<file path="config.mk">
export PLATFORM = sky130hd
export DESIGN_NAME = imem_loader
export DESIGN_NICKNAME = d
export VERILOG_FILES = /design/src/rtl/imem_loader.sv
export SDC_FILE = /design/constraint.sdc
export NUM_CORES = 1
export LEC_CHECK = 0
export CORE_UTILIZATION = 30
export CTS_CLUSTER_SIZE = 20
export DETAILED_ROUTE_END_ITERATION = 12
export PLACE_DENSITY = 0.46
export SETUP_SLACK_MARGIN = 0.3
export SLEW_MARGIN = 20
export SYNTH_ARGS = -nofsm -noshare
export SYNTH_HDL_FRONTEND = slang
export SYNTH_SLANG_ARGS = --single-unit
</file>
<file path="constraint.sdc">
create_clock -name clk -period 2.62 [get_ports clk]
set_input_delay 0.655 -clock clk [delete_from_list [all_inputs] [get_ports clk]]
set_output_delay 0.655 -clock clk [all_outputs]
set_load 0.02 [all_outputs]
</file>
<file path="src/rtl/imem_loader.sv">
// Byte-stream program loader: parses SYNC/addr/count/data/checksum frames and
// writes little-endian 32-bit words into the instruction memory.
module imem_loader #(
    parameter int ADDR_W = 10,  // header fields are 16 bits, so ADDR_W must stay <= 14
    parameter int DATA_W = 32
) (
    input  logic              clk,
    input  logic              rst_n,
    input  logic              in_valid,
    input  logic [7:0]        in_data,
    output logic              in_ready,
    output logic              mem_we,
    output logic [ADDR_W-1:0] mem_addr,
    output logic [DATA_W-1:0] mem_wdata,
    output logic              fetch_hold,
    output logic              done,
    output logic              err,
    output logic [3:0]        dbg_state
);

    typedef enum logic [3:0] {
        S_IDLE, S_ADDR0, S_ADDR1, S_CNT0, S_CNT1, S_DATA, S_CSUM, S_DONE, S_ERR
    } state_e;

    localparam logic [7:0]        SYNC  = 8'hA5;
    localparam logic [ADDR_W+1:0] DEPTH = {2'b01, {ADDR_W{1'b0}}};

    state_e              state_q, state_d;
    logic [15:0]         addr_q, addr_d;
    logic [15:0]         cnt_q, cnt_d;
    logic [1:0]          bcnt_q, bcnt_d;
    logic [DATA_W-1:0]   word_q, word_d;
    logic [7:0]          csum_q, csum_d;
    logic                we_q, we_d;
    logic [ADDR_W-1:0]   maddr_q, maddr_d;
    logic [DATA_W-1:0]   wdata_q, wdata_d;

    logic                accept;
    logic [15:0]         n_full;
    logic [ADDR_W+1:0]   end_sum;
    logic                hdr_bad;

    assign in_ready   = (state_q != S_DONE) && (state_q != S_ERR);
    assign accept     = in_valid && in_ready;
    assign fetch_hold = (state_q != S_IDLE);
    assign done       = (state_q == S_DONE);
    assign err        = (state_q == S_ERR);
    assign dbg_state  = state_q;
    assign mem_we     = we_q;
    assign mem_addr   = maddr_q;
    assign mem_wdata  = wdata_q;

    // The end-of-block sum is two bits wider than the address so a block that
    // runs past the top of memory can never wrap back into range.
    assign n_full  = {in_data, cnt_q[7:0]};
    assign end_sum = {2'b00, addr_q[ADDR_W-1:0]} + {1'b0, n_full[ADDR_W:0]};
    assign hdr_bad = (|addr_q[15:ADDR_W]) || (n_full == 16'd0) ||
                     (|n_full[15:ADDR_W+1]) || (end_sum > DEPTH);

    always_comb begin
        state_d = state_q;
        addr_d  = addr_q;
        cnt_d   = cnt_q;
        bcnt_d  = bcnt_q;
        word_d  = word_q;
        csum_d  = csum_q;
        we_d    = 1'b0;
        maddr_d = maddr_q;
        wdata_d = wdata_q;
        case (state_q)
            S_IDLE: begin
                if (accept && in_data == SYNC) begin
                    state_d = S_ADDR0;
                    bcnt_d  = 2'd0;
                    word_d  = '0;
                    csum_d  = 8'h00;
                end
            end
            S_ADDR0: if (accept) begin
                addr_d[7:0] = in_data;
                state_d     = S_ADDR1;
            end
            S_ADDR1: if (accept) begin
                addr_d[15:8] = in_data;
                state_d      = S_CNT0;
            end
            S_CNT0: if (accept) begin
                cnt_d[7:0] = in_data;
                state_d    = S_CNT1;
            end
            S_CNT1: if (accept) begin
                cnt_d   = n_full;
                state_d = hdr_bad ? S_ERR : S_DATA;
            end
            S_DATA: if (accept) begin
                word_d[{bcnt_q, 3'b000} +: 8] = in_data;
                csum_d = csum_q ^ in_data;
                bcnt_d = bcnt_q + 2'd1;
                if (bcnt_q == 2'd3) begin
                    we_d    = 1'b1;
                    maddr_d = addr_q[ADDR_W-1:0];
                    wdata_d = {in_data, word_q[23:0]};
                    addr_d  = addr_q + 16'd1;
                    cnt_d   = cnt_q - 16'd1;
                    if (cnt_q == 16'd1) state_d = S_CSUM;
                end
            end
            S_CSUM: if (accept) begin
                state_d = (in_data == csum_q) ? S_DONE : S_ERR;
            end
            S_DONE:  state_d = S_IDLE;
            S_ERR:   state_d = S_IDLE;
            default: state_d = S_IDLE;
        endcase
    end

    always_ff @(posedge clk or negedge rst_n) begin
        if (!rst_n) begin
            state_q <= S_IDLE;
            addr_q  <= '0;
            cnt_q   <= '0;
            bcnt_q  <= '0;
            word_q  <= '0;
            csum_q  <= '0;
            we_q    <= 1'b0;
            maddr_q <= '0;
            wdata_q <= '0;
        end else begin
            state_q <= state_d;
            addr_q  <= addr_d;
            cnt_q   <= cnt_d;
            bcnt_q  <= bcnt_d;
            word_q  <= word_d;
            csum_q  <= csum_d;
            we_q    <= we_d;
            maddr_q <= maddr_d;
            wdata_q <= wdata_d;
        end
    end

endmodule

</file>
==> metrics.cfg <==
[run_status]
status = finished clean

[placed_design]
dp_hpwl_um = 12700
gp_congestion = 0.806
port_buffers = 61
dp.cells = 1059

[worst_setup_path]
startpoint_type = flop
worst_setup_path_end_kind = primary output
path_buf_inv = 2
crit_family = simple AND/OR/NAND/NOR gates
rr_worst_depth = 9
crit_path_top_delay_cell = or4_4
slowest_delay_ps = 450
cp_cell_sequence = buf_6 > or4_4 > buf_2
required_ps = 1970
crit_arrival_ps = 1650
cp_max_fo = 10
crit_cells = 3
worstSetupPathType = reg -> out

[power_and_ir_drop]
power_density_mw_per_mm2 = 1070
p_leak_nw = 3.58
clkPwrFrac_pct = 27.3
p_seq_share_pct = 31.1
internal_power_w = 0.00538
pwr-share-comb_pct = 41.6
p_total_w = 0.00886
switchingPower_w = 0.00349
p_sw_share_pct = 39.3
peakVddDrop_mv = 0.570

[detailed_routing]
drtPass1Iterations = 6
wirelength_um = 18400
ant_nets = 0
route.detailed.drc = 0
drt_iter0_drc = 255
wire_per_inst_um = 16.7
via_per_inst = 5.01
num_vias = 5522

[sta]
tightest_slew_ps = 643
fin_crit_ps = 2310
hold_viol = 0
rsz0062_at_grt = yes
finalCritPeriodShare_pct = 88.1
setup_viol = 0
drv_slew = 0
finClkSkew_ps = 10.5
maxClockFrequency_ghz = 0.433
relSlewSlack_pct = 57.1
fin_setup_tns_ps = 0

[cts]
clock_path_buffers = 2
cts_htree_levels = 4
clk_latency_ps = 420
root_buffer = clkbuf_16
cts_sinks = 113
numCtsBuffers = 17
cts_tree = yes
clk_pin_slew_ps = 60

[synth]
avgSynthCellArea_um2 = 8.52
ys.flop_type = dfrtp_1
syn_nets = 750
synthTopCellsByArea = dfrtp_1 46%, nand2_1 10%, o21ai_0 5.8%
synthesis.area_mm2 = 0.00614
synth_cells = 721
synth_top_area_share_pct = 46.0
synth-edff-count = 0
ys_ff_latch = 113
ys_types = 62
async_flop_share_pct = 100
yosys.area.top_type = dfrtp_1
yosysSeqAreaShare_pct = 46.0
yosysWarnings = 0

[layout]
final_layout_size_suffix_gt1_share_pct = 19.2
area_delta_synth_final_pct = 35.1
final_cells = 1102
nets = 853
antennaDiodeCount = 0

[grt]
grt_pass1_vias = 5384
grt_max_degree = 114
track_usage_pct = 17.7
grt_pass1_wl_um = 29600
gr-total-overflow = 0
antenna_found_initial = 0

[floorplanning]
initial_core_util_pct = 31.0
die_area_mm2 = 0.0210
core_region_area_mm2 = 0.0198
ioPinCount = 62
placementRows = 51
die_h_um = 145
die_w_um = 145

[worst_hold_path]
hold_path.class = in -> async

[run]
drv_cap = 0

placed cells by master (no fill, tap or decap), types with 5 or more instances in the layout:
master,instances
a31oi_1,12
and4_1,5
a21oi_1,42
and3_1,5
nor2_1,53
inv_1,22
nand2_1,164
ha_1,8
nor3_1,11
dfrtp_1,107
nand4_1,6
ha_4,6
clkbuf_16,18
clkdlybuf4s50_1,51
o21ai_1,32
dfrtp_2,6
o22ai_1,6
nand3_1,18
nand2b_1,12
o21ai_0,57
o21ai_2,6
o22a_1,9
buf_4,54
nor4_1,6
power groups by stage:
stage          sequential (W)  combinational [W]  clock (W)
5_1_grt               0.00284            0.00406    0.00254
6_report              0.00276            0.00369    0.00242
3_3_place_gp          0.00270            0.00316          0
4_1_cts               0.00270            0.00328    0.00247
3_5_place_dp          0.00271            0.00319          0
2_1_floorplan         0.00265            0.00206          0
path summary, 6_finish.rpt:
kind	from	endpoint	slack, ps
setup / recovery	dbg_state[3]	fetch_hold	310
hold / removal	rst_n	mem_wdata[0]	310
setup reg to reg	cnt_q[0]	dbg_state[3]	360
hold reg to reg	word_q[18]	mem_wdata[18]	470
max in group asynchronous	rst_n	addr_q[1]	1770
min in group clk	word_q[18]	mem_wdata[18]	470
layout make-up:
cell class | count | area, um2
fillers | 1981 | 11500
multi-input cells | 543 | 3270
flip-flops and latches | 113 | 2840
repair buffers | 123 | 1150
clock buffers | 18 | 439
well taps | 265 | 332
clock inverters | 14 | 179
inverters | 26 | 97.6
cell usage after synthesis (2+ instances only):
cell and n:
nor4_2 3, o21ai_0 71, nor4_1 6, o21bai_4 2
a21oi_1 44, nor2b_1 5, a211oi_1 4, and3_1 5
o31ai_1 5, o21ai_2 4, clkbuf_1 15, a32oi_1 2
o211ai_1 2, nand2_1 165, buf_6 4, o21a_1 2
xor2_1 4, a22oi_1 3, inv_2 2, nand4_1 6
dfrtp_1 113, o22a_1 9, a21o_1 4, or4_1 2
o21bai_1 2, o22ai_1 6, mux2i_1 3, xnor2_1 3
buf_2 21, nand3_1 18, and4_1 5, o2111ai_1 2
a31oi_1 12, nand2b_1 12, ha_1 17, inv_1 24
nor3_1 13, or3_1 3, nor3_4 2, o21ai_1 20
nor2_1 55
stage by stage:
stage / cell area, um2 / worst slack [ps] / util [%] / hold WS [ps]
after floorplan: 6150 / 361 / - / 359
after global placement: 7330 / -223 / 37.0 / 458
after detailed placement: 7330 / -200 / 37.0 / 457
after CTS: 8000 / 265 / 40.4 / 370
after global routing: 8300 / 238 / 41.9 / 366
final: 8300 / 313 / 41.9 / 312
per-layer routing:
layer	vias up	routed length, um	global-route usage (%)
li1	2733	-	-
met1	2656	8930	24.3
met2	118	8700	28.3
met3	15	583	3.40
met4	0	180	4.74
met5	-	0	0
kinds of logic after synthesis:
kind of cell             after synthesis  share of synthesized area [%]
buffers and inverters                 67                           5.07
XOR/XNOR                               7                          0.998
multiplexers                           3                          0.489
adder cells (fa/ha/maj)               18                           3.79
flip-flops                           113                           46.0
AO/OA/AOI/OAI                        202                           20.0
AND/OR/NAND/NOR                      311                           23.6
flip-flops by register name (all words and copies together) (netlist names):
signal	flops
dbg_state	4
word_q	24
csum_q	8
mem_we	1
cnt_q	16
mem_wdata	32
bcnt_q	2
addr_q	16
mem_addr	10
repair_timing:
action                                  CTS  global route
pin swaps                                 3            20
setup buffers                             2             5
resized for setup                        24            59
endpoints found under the setup margin   37            38
cloned                                    0             4
hold buffers                              0             0
No activity file was read; power rests on OpenSTA's default activity.
